$ cat config.mk
export PLATFORM = sky130hd
export DESIGN_NAME = cpu_sequencer
export DESIGN_NICKNAME = d
export VERILOG_FILES = /design/src/rtl/cpu_sequencer.sv
export SDC_FILE = /design/constraint.sdc
export NUM_CORES = 1
export LEC_CHECK = 0
export CELL_PAD_IN_SITES_DETAIL_PLACEMENT = 0
export CELL_PAD_IN_SITES_GLOBAL_PLACEMENT = 1
export CORE_MARGIN = 5
export CORE_UTILIZATION = 23
export DETAILED_ROUTE_END_ITERATION = 8
export PLACE_DENSITY = 0.58
export RECOVER_POWER = 50
export SETUP_SLACK_MARGIN = 0.05
export SYNTH_ARGS = -nofsm -noshare
export SYNTH_HDL_FRONTEND = slang
export SYNTH_SLANG_ARGS = --single-unit
$ cat constraint.sdc
create_clock -name clk -period 4.41 [get_ports clk]
set_input_delay 0.441 -clock clk [delete_from_list [all_inputs] [get_ports clk]]
set_output_delay 0.441 -clock clk [all_outputs]
set_load 0.01 [all_outputs]
$ cat src/rtl/cpu_sequencer.sv
// Multi-cycle instruction sequencer for the 8-bit core: FETCH -> DECODE -> EXECUTE -> WRITEBACK,
// with run/step/halt debug control, illegal-opcode trapping and a retired-instruction counter.
module cpu_sequencer #(
    parameter int PC_WIDTH      = 8,
    parameter int NumOpCodeBits = 5,
    parameter int RetCntWidth   = 16
) (
    input  logic                     clk,
    input  logic                     rst_n,
    input  logic                     run,
    input  logic                     step,
    input  logic                     halt_req,
    input  logic                     fault_clr,
    input  logic                     imem_ack,
    input  logic [NumOpCodeBits-1:0] opcode,
    input  logic                     dec_wr_en,
    input  logic                     dec_stat_wr_en,
    input  logic                     dec_cnt_wr_en,
    output logic                     imem_req,
    output logic                     ir_load,
    output logic                     reg_wr_en,
    output logic                     stat_wr_en,
    output logic                     pc_wr_en,
    output logic                     pc_inc,
    output logic                     busy,
    output logic                     halted,
    output logic                     fault,
    output logic [RetCntWidth-1:0]   retired_cnt,
    output logic [2:0]               state_dbg
);

    typedef enum logic [2:0] {
        ST_IDLE      = 3'd0,
        ST_FETCH     = 3'd1,
        ST_DECODE    = 3'd2,
        ST_EXECUTE   = 3'd3,
        ST_WRITEBACK = 3'd4,
        ST_FAULT     = 3'd5
    } state_t;

    // PC_WIDTH only documents the PC this block steers; the PC itself lives in the datapath.
    if (PC_WIDTH > 0) begin : g_pc_width_doc
    end

    state_t                 state, state_nxt;
    logic                   step_pending, step_pending_nxt;
    logic                   halt_pending, halt_pending_nxt;
    logic                   retire;
    logic                   opcode_reserved;

    assign opcode_reserved =
        ((opcode >= NumOpCodeBits'(10)) && (opcode <= NumOpCodeBits'(15))) ||
        (opcode >= NumOpCodeBits'(22));

    always_ff @(posedge clk or negedge rst_n) begin
        if (!rst_n) begin
            state        <= ST_IDLE;
            step_pending <= 1'b0;
            halt_pending <= 1'b0;
            retired_cnt  <= '0;
        end else begin
            state        <= state_nxt;
            step_pending <= step_pending_nxt;
            halt_pending <= halt_pending_nxt;
            if (retire && (retired_cnt != {RetCntWidth{1'b1}})) begin
                retired_cnt <= retired_cnt + 1'b1;
            end
        end
    end

    // A halt pulse seen mid-instruction is remembered so the instruction
    // still completes and the FSM stops at the following boundary.
    always_comb begin
        state_nxt        = state;
        step_pending_nxt = step_pending;
        halt_pending_nxt = halt_pending;
        imem_req         = 1'b0;
        ir_load          = 1'b0;
        reg_wr_en        = 1'b0;
        stat_wr_en       = 1'b0;
        pc_wr_en         = 1'b0;
        pc_inc           = 1'b0;
        retire           = 1'b0;
        case (state)
            ST_IDLE: begin
                halt_pending_nxt = 1'b0;
                if (!halt_req) begin
                    if (run) begin
                        state_nxt        = ST_FETCH;
                        step_pending_nxt = 1'b0;
                    end else if (step) begin
                        state_nxt        = ST_FETCH;
                        step_pending_nxt = 1'b1;
                    end
                end
            end
            ST_FETCH: begin
                imem_req         = 1'b1;
                halt_pending_nxt = halt_pending | halt_req;
                if (imem_ack) begin
                    ir_load   = 1'b1;
                    state_nxt = ST_DECODE;
                end
            end
            ST_DECODE: begin
                if (opcode_reserved) begin
                    state_nxt        = ST_FAULT;
                    step_pending_nxt = 1'b0;
                    halt_pending_nxt = 1'b0;
                end else begin
                    state_nxt        = ST_EXECUTE;
                    halt_pending_nxt = halt_pending | halt_req;
                end
            end
            ST_EXECUTE: begin
                halt_pending_nxt = halt_pending | halt_req;
                state_nxt        = ST_WRITEBACK;
            end
            ST_WRITEBACK: begin
                reg_wr_en        = dec_wr_en;
                stat_wr_en       = dec_stat_wr_en;
                pc_wr_en         = dec_cnt_wr_en;
                pc_inc           = ~dec_cnt_wr_en;
                retire           = 1'b1;
                halt_pending_nxt = 1'b0;
                if (halt_req || halt_pending || step_pending || !run) begin
                    state_nxt        = ST_IDLE;
                    step_pending_nxt = 1'b0;
                end else begin
                    state_nxt = ST_FETCH;
                end
            end
            ST_FAULT: begin
                step_pending_nxt = 1'b0;
                halt_pending_nxt = 1'b0;
                if (fault_clr) begin
                    state_nxt = ST_IDLE;
                end
            end
            default: begin
                state_nxt        = ST_IDLE;
                step_pending_nxt = 1'b0;
                halt_pending_nxt = 1'b0;
            end
        endcase
    end

    assign busy      = (state == ST_FETCH) || (state == ST_DECODE) ||
                       (state == ST_EXECUTE) || (state == ST_WRITEBACK);
    assign halted    = (state == ST_IDLE) || (state == ST_FAULT);
    assign fault     = (state == ST_FAULT);
    assign state_dbg = state;

endmodule

==> results by group <==
Outcome
  • Outcome: complete, no violations

Setup path
  • CP Data Required Time: 3.97 ns
  • WP data arrival: 2.05 ns
  • CP endpoint kind: primary output
  • Worst setup SP type: flop
  • Crit path kind: flop to primary output
  • CP Max Fanout: 14

Route
  • Wl on met1: 1.439 mm
  • WL met3: between 150 and 200 um
  • DRT Pass-1 Iters: 4
  • Met2 routed WL: ~1.5 mm
  • DRT iter0 DRCs: 62
  • Uppermost layer routed: met4
  • Routed wire length: between 3 and 4 mm
  • Drt wl/cell: 13.36 um
  • Residual DRC count: 0
  • Via count: 1061
  • Antenna Violating Nets Remaining: 0
  • DR vias/cell: about 4.6

Logic synthesis
  • Number of synthesized flops with an enable pin: 0
  • Synth warnings: 0
  • Yosys reg bits: 21
  • Share of the synthesized area in the top cell type: 0.4384
  • Synthesized area: 0.001199 mm^2
  • Fraction of registers with async set/reset: 1.000
  • Top-count cell post-synth: dfrtp_1
  • Register area share after synthesis: 0.4384
  • Synth top cells by count: dfrtp_1 (21), nor2_1 (11), a21oi_1 (10)
  • Main synth FF type: dfrtp_1
  • Count of cell types in the netlist: 42
  • Syn Inst Count: ~120
  • Post-Syn Area per Cell: 9.906 um^2
  • Post-Syn Nets: between 100 and 150
  • Largest cells by area after synthesis: dfrtp_1 (44%), xor2_1 (5.1%), a21oi_1 (4.2%), nor2_1 (3.4%), and2_1 (2.6%)
  • Largest area contributor in the netlist: dfrtp_1

Place
  • Gpl congestion: 0.7474
  • Placed cells: around 230
  • DP HPWL: 2.401 mm
  • Port Buffers: 41

Timing
  • Final Max Tran Viols: 0
  • Max Freq: around 400 MHz
  • Rel. slew slack: 0.3503
  • Setup TNS: 0 ns
  • Final count of hold timing violations: 0
  • Tcrit/Tclk final: 0.5653
  • Worst-margin pin slew: 0.9713 ns
  • Layout Skew: 0.001223 ns
  • Tmin final: 2.493 ns
  • Final setup viols: 0
  • RSZ-0062 raised after global routing: no

Cells and area
  • Number of diodes: 0
  • Final std cells w/o fill: around 230
  • Layout area overhead: 43.22%
  • Share of cells above drive strength 1: 0.07975
  • Nets: 180
  • Final Core Density: 0.3383

Worst hold path
  • Hold Crit Class: flop to flop

Power and ir drop
  • Power Dens Cells: 418.9 mW/mm^2
  • VDD IR-drop max: ~0.22 mV
  • Static leakage: 0.7277 nW
  • Total power: 0.7191 mW

Global routing
  • GRT overflow: 0
  • Initial antenna violation count: 0
  • First-pass GRT wire length: 5.016 mm
  • Largest net degree at the start of global routing: 22
  • Number of global-route vias before repair: approximately 1100
  • Total global-route track usage: 0.09552

Clock network
  • CTS tree: done
  • Clock Tree Buf Depth: 2
  • CTS Hold Buffers Added: 0
  • Post-CTS setup buffer count: 0
  • Clock Latency Late Sink: 0.26 ns
  • Clk sinks: 21
  • Total CTS buffers: 3
  • CTS Root Cell: clkbuf_8
  • CTS H-tree lvls: 1
  • Clock-pin slew on the worst setup and hold paths: 0.08 ns
  • CTS resizes: 0

Die
  • Top-Level Pins: 43
  • Starting Density: 0.2362
  • Floorplan row count: 26
  • Die width: 82.19 um
  • Full die area: 0.006755 mm^2
  • Core area: 0.005075 mm^2
  • Die height: 82.19 um

Run
  • Maxcap violations: 0
[power breakdown]
part,internal (mW),switching [mW]
Sequential,0.227,0.0635
Combinational,0.172,0.128
Clock,0.0629,0.0654
[state kept, by name (all words and copies together) (netlist names)]
name	cells
retired_cnt	16
halt_pending	1
state_dbg	3
step_pending	1
[logic make-up after synthesis]
logic type               count (synthesis)  synth area share
adder cells (fa/ha/maj)                  1           0.01044
buffers and inverters                    9           0.04070
AND/OR/NAND/NOR                         50            0.2672
multiplexers                             3           0.02714
XOR/XNOR                                10           0.07307
AO/OA/AOI/OAI                           27            0.1430
flip-flops                              21            0.4384
[routing by layer]
metal,global-route usage,up-vias
met5,0,-
met4,0.01993,0
met3,0.02603,2
met2,0.1611,33
met1,0.1216,506
li1,-,520
[stage by stage]
step	setup WS [ns]	instance area, um^2	hold WS (ns)
after global routing	1.824	1717	0.5156
final	1.917	1717	0.4845
after floorplan	2.589	1199	0.1454
after CTS	1.916	1717	0.4928
after global placement	2.214	1670	0.4765
after detailed placement	2.201	1670	0.4772
[worst max-delay path: stages (launching register included)]
cell and delay (ns):
dfrtp_1 0.63, nor3b_4 0.44, and2_1 0.18, clkdlybuf4s50_1 0.53
[placed cells by master, fill, tap and decap left out, types with 2 or more instances in the layout]
| master | count |
|---|---|
| nor3_1 | 3 |
| and2_1 | 5 |
| and3_1 | 4 |
| clkdlybuf4s50_1 | 30 |
| a211oi_1 | 3 |
| xor2_1 | 7 |
| nor4_2 | 2 |
| a31oi_1 | 2 |
| o31ai_1 | 2 |
| clkbuf_8 | 3 |
| xnor2_1 | 3 |
| nand2_1 | 7 |
| a21oi_1 | 10 |
| dlygate4sd3_1 | 11 |
| o21ai_0 | 3 |
| nand3_1 | 4 |
| dfrtp_1 | 21 |
| nor2b_1 | 2 |
| inv_1 | 6 |
| nor2_1 | 11 |
[worst paths after layout]
check | startpoint | endpoint | slack (ns) | cells after the start
hold / removal | retired_cnt[6]$_DFFE_PN0P_ | retired_cnt[6]$_DFFE_PN0P_ | 0.48 | 1
max in group asynchronous | rst_n | retired_cnt[4]$_DFFE_PN0P_ | 3.04 | 1
hold reg to reg | retired_cnt[6]$_DFFE_PN0P_ | retired_cnt[6]$_DFFE_PN0P_ | 0.48 | 1
min in group asynchronous | rst_n | retired_cnt[2]$_DFFE_PN0P_ | 0.78 | 1
setup / recovery | state_dbg[2]$_DFFE_PN0P_ | stat_wr_en | 1.92 | 3
setup reg to reg | state_dbg[2]$_DFFE_PN0P_ | retired_cnt[15]$_DFFE_PN0P_ | 2.30 | 4
[area by class of cell]
cell class	instances	area, um^2
inverters	6	22.52
clock buffers	3	41.29
flip-flops and latches	21	525.5
repair buffers	41	410.4
multi-input cells	91	624.3
well taps	70	87.58
clock inverters	1	5.005
fillers	542	3358
No activity file was read; power rests on OpenSTA's default activity.
==> patch 1 (config.mk and constraints unchanged) <==
Change the parameter `NumOpCodeBits` from 5 to 10.
--- a/src/rtl/cpu_sequencer.sv
+++ b/src/rtl/cpu_sequencer.sv
@@ -3,5 +3,5 @@
 module cpu_sequencer #(
     parameter int PC_WIDTH      = 8,
-    parameter int NumOpCodeBits = 5,
+    parameter int NumOpCodeBits = 10,
     parameter int RetCntWidth   = 16
 ) (
Interface: changed (resized opcode); port bits go from 43 to 48. The function was not compared with the original's and may differ.
==> patch 1 against the original RTL <==
  * Routed wire length decreased by 6.3%
  * Via count is 4.1% lower
  * Sequential cell count stayed put
  * Utilization increased by 1.7 points
  * Clock skew rose by 0.0043 ns
  * Design area is 2.3% lower
  * First-iteration DRC count fell by 19%
  * Setup slack gained 0.073 ns
  * Power is 4.6% higher
  * Combinational power is 7.3% higher
  * Synthesized area decreased by 6.5%
  * Largest cell class unchanged
==> patch 1: results (changes against the original RTL) <==
[global_route]
gr-usage-met1 = 0.123  ; was 0.122
globalRouteMet3Util = 0.0214  ; was 0.0260
first_global_vias = 1067  ; was 1068
gr-usage-met2 = 0.172  ; was 0.161
grt_pass1_wl_mm = 5.10  ; was 5.02 mm
globalRouteTotalUtil = 0.0995  ; was 0.0955

[route]
drt-vias-per-instance = 4.42  ; was 4.55
uppermost_layer_routed = met4  ; unchanged
met1_length_mm = 1.30  ; was 1.44 mm
drt_first_iter_violations = 50  ; was 62
postRouteWirelength_mm = 2.92  ; was 3.11 mm
routed-wl-met2_mm = 1.45  ; was 1.48 mm

[layout]
fill_cells = 495  ; was 542
diodes_inserted = 0  ; unchanged
num-nets-final = 185  ; was 180
layout-drive-gt1-share = 0.0429  ; was 0.0798

[critical_path]
r2r.worst_path.cells = 5  ; was 4
worst_setup_path_endpoint = ir_load  ; was stat_wr_en
crit_arrival_ns = 1.98  ; was 2.05 ns
worst_setup_sp = state_dbg[0]$_DFFE_PN0P_  ; was state_dbg[2]$_DFFE_PN0P_
worst-path-max-fanout = 9  ; was 14
regToRegEndpoint = retired_cnt[9]$_DFFE_PN0P_  ; was retired_cnt[15]$_DFFE_PN0P_
cp_top_family = buffers and inverters  ; was flip-flops
r2r_setup_slack_ns = 2.49  ; was 2.30 ns
timing.critical_path.slowest_cell_delay_ns = 0.61  ; was 0.63 ns

[power_and_ir_drop]
total_leakage_power_nw = 0.722  ; was 0.728 nW
vdd.ir_drop.worst_mv = 0.182  ; was 0.220 mV
intPower_mw = 0.477  ; was 0.462 mW
clockPowerShare = 0.168  ; was 0.178
net-switching-power_mw = 0.275  ; was 0.257 mW

[run_status]
run_status = completed  ; unchanged

[sta]
relSlewSlack = 0.355  ; was 0.350
hold_slack_ns = 0.491  ; was 0.484 ns

[yosys]
synth-adder-area-share = 0.0112  ; was 0.0104
netlist-cell-type-count = 32  ; was 42
synth_fp_nets = 138  ; was 137
yosys.area_share.xor_xnor = 0.133  ; was 0.0731
synth-compound-area-share = 0.0770  ; was 0.143
ys_top_cells_by_area = sky130_fd_sc_hd__dfrtp_1 (47%), sky130_fd_sc_hd__xor2_1 (7.8%), sky130_fd_sc_hd__xnor2_1 (5.5%)  ; was sky130_fd_sc_hd__dfrtp_1 (44%), sky130_fd_sc_hd__xor2_1 (5.1%), sky130_fd_sc_hd__a21oi_1 (4.2%)
synth.area.mux_share = 0.0100  ; was 0.0271
seq_area_frac_synth = 0.469  ; was 0.438

[min_path]
timing.hold.worst_endpoint = retired_cnt[14]$_DFFE_PN0P_  ; was retired_cnt[6]$_DFFE_PN0P_
hp-start = retired_cnt[14]$_DFFE_PN0P_  ; was retired_cnt[6]$_DFFE_PN0P_

[clock_network]
h-tree-depth = 1  ; unchanged
clkSlewWorstSetupHoldPaths_ns = 0.07

[placed_design]
portBuffers = 46  ; was 41
detailedPlacementHpwl_mm = 2.30  ; was 2.40 mm

[patch 1: cell count changes after synthesis, moves of 4 or more]
cell                      before  now
sky130_fd_sc_hd__a21oi_1      10    6
sky130_fd_sc_hd__nand2_1       7   14
sky130_fd_sc_hd__nand4_1       1    5
sky130_fd_sc_hd__xnor2_1       3    7
sky130_fd_sc_hd__and2_1        5    1
[patch 1: layout make-up]
type | instances | area share
Clock buffer | 4 | 0.0269
Tap cell | 67 | 0.0500
Timing Repair Buffer | 46 | 0.275
Multi-Input combinational cell | 89 | 0.328
Inverter | 3 | 0.00672
Sequential cell | 21 | 0.313
[patch 1: per-stage QoR]
step,setup WS [ns],util,area (um2),cells
6_report,1.99,0.355,1680,230
4_1_cts,1.95,0.356,1680,230
2_1_floorplan,2.78,-,1120,117
5_1_grt,1.82,0.355,1680,230
3_3_place_gp,2.26,0.347,1640,226
3_5_place_dp,2.24,0.347,1640,226
==> patch 2 (config.mk and constraints unchanged) <==
Made on the original files. Reset style: synchronous (`rst_n`), changed in one clocked block.
--- a/src/rtl/cpu_sequencer.sv
+++ b/src/rtl/cpu_sequencer.sv
@@ -53,5 +53,5 @@
         (opcode >= NumOpCodeBits'(22));
 
-    always_ff @(posedge clk or negedge rst_n) begin
+    always_ff @(posedge clk) begin
         if (!rst_n) begin
             state        <= ST_IDLE;
Function: differs if rst_n is asserted again (counterexample within 4 cycles, from zero or initial values and one cycle with rst_n low); with rst_n held inactive, the same outputs for 10 cycles.
==> patch 2 against the original RTL <==
  * Synthesized cell count rose by 27%
  * Routed wire length rose by 17%
  * Setup slack got worse by 0.56 ns
  * Critical path depth did not move
  * Sequential cell count did not move
  * Die area rose by 2.5%
  * First-iteration DRC count fell by 23%
  * Design area rose by 1.2%
  * Synthesized area rose by 2.8%
  * Critical endpoint is now pc_wr_en
  * Highest routed layer unchanged
Power is not compared: it rests on default switching activity, and its combinational part moved more than twofold at a synthesized area within 25%.
==> patch 2: results (changes against the original RTL) <==
[yosys]
yosys.area_share.xor_xnor = 0.0142  ; was 0.0731
synth.area.mux_share = 0.0325  ; was 0.0271
ys.flop_type = sky130_fd_sc_hd__dfxtp_1  ; was sky130_fd_sc_hd__dfrtp_1
post_synth_top_cells = sky130_fd_sc_hd__dfxtp_1 (21), sky130_fd_sc_hd__a21oi_1 (13), sky130_fd_sc_hd__nand2_1 (11), sky130_fd_sc_hd__nor2_1 (11), sky130_fd_sc_hd__nand3_1 (8)  ; was sky130_fd_sc_hd__dfrtp_1 (21), sky130_fd_sc_hd__nor2_1 (11), sky130_fd_sc_hd__a21oi_1 (10)
ys_async_sr_fraction = 0  ; was 1.00
netlist-cell-type-count = 35  ; was 42
ys_top_cells_by_area = sky130_fd_sc_hd__dfxtp_1 (34%), sky130_fd_sc_hd__a21oi_1 (5.3%), sky130_fd_sc_hd__o31ai_1 (4.3%)  ; was sky130_fd_sc_hd__dfrtp_1 (44%), sky130_fd_sc_hd__xor2_1 (5.1%), sky130_fd_sc_hd__a21oi_1 (4.2%)

[sta]
period_minus_slack_ns = 3.05  ; was 2.49 ns
skew_ns = 0.00701  ; was 0.00122 ns
relSlewSlack = 0.233  ; was 0.350

[global_route]
gr-usage-met2 = 0.202  ; was 0.161
gr-usage-met1 = 0.123  ; was 0.122
first_global_vias = 1365  ; was 1068
grt_start_max_net_pins = 15  ; was 22
grt_pass1_wl_mm = 6.34  ; was 5.02 mm
globalRouteMet3Util = 0.0248  ; was 0.0260
globalRouteTotalUtil = 0.110  ; was 0.0955

[route]
routedWlPerCell_um = 13.9  ; was 13.4 um
num_vias = 1331  ; was 1061
postRouteWirelength_mm = 3.66  ; was 3.11 mm
drt_first_iter_violations = 48  ; was 62

[min_path]
hold_depth = 2  ; was 1
timing.hold.worst_endpoint = retired_cnt[15]$_SDFFE_PN0P_  ; was retired_cnt[6]$_DFFE_PN0P_

[critical_path]
timing.critical_path.slowest_cell_delay_ns = 0.97  ; was 0.63 ns
rr_startpoint = state_dbg[2]$_SDFFE_PN0P_  ; was state_dbg[2]$_DFFE_PN0P_
regToRegEndpoint = retired_cnt[7]$_SDFFE_PN0P_  ; was retired_cnt[15]$_DFFE_PN0P_
worst_setup_sp = state_dbg[2]$_SDFFE_PN0P_  ; was state_dbg[2]$_DFFE_PN0P_
worst_setup_path_endpoint = pc_wr_en  ; was stat_wr_en
worst-path-max-fanout = 13  ; was 14

[placed_design]
dpl.cell_count = 260  ; was 229
gp_congestion = 0.754  ; was 0.747
pre_cts_slack_ns = 2.16  ; was 2.20 ns
placed_area_mm2 = 0.00171  ; was 0.00167 mm2

[layout]
fill_cells = 551  ; was 542
num-nets-final = 211  ; was 180
finalInstanceArea_mm2 = 0.00174  ; was 0.00172 mm2

[run_status]
run_status = completed  ; unchanged

==> patch 2: cell count changes after synthesis, moves of 5 or more <==
cell                       unedited run  this run
sky130_fd_sc_hd__dfrtp_1             21         0
sky130_fd_sc_hd__dfxtp_1              0        21
sky130_fd_sc_hd__nand4_1              1         7
sky130_fd_sc_hd__or4_1                1         7
sky130_fd_sc_hd__xor2_1               7         1
sky130_fd_sc_hd__nand2b_1             0         5
sky130_fd_sc_hd__o31ai_1              2         7
==> patch 2: area by class of cell <==
type,count,share of cell area
clock buffers,3,0.0238
flip-flops and latches,21,0.242
well taps,70,0.0504
repair buffers,42,0.238
multi-input cells,121,0.430
inverters,6,0.0130
clock inverters,1,0.00288
==> patch 2: routing by layer <==
layer / vias up / part of all wire
met5: - / 0
met4: 0 / 0.011
met3: 4 / 0.051
met2: 36 / 0.51
met1: 633 / 0.42
li1: 658 / -
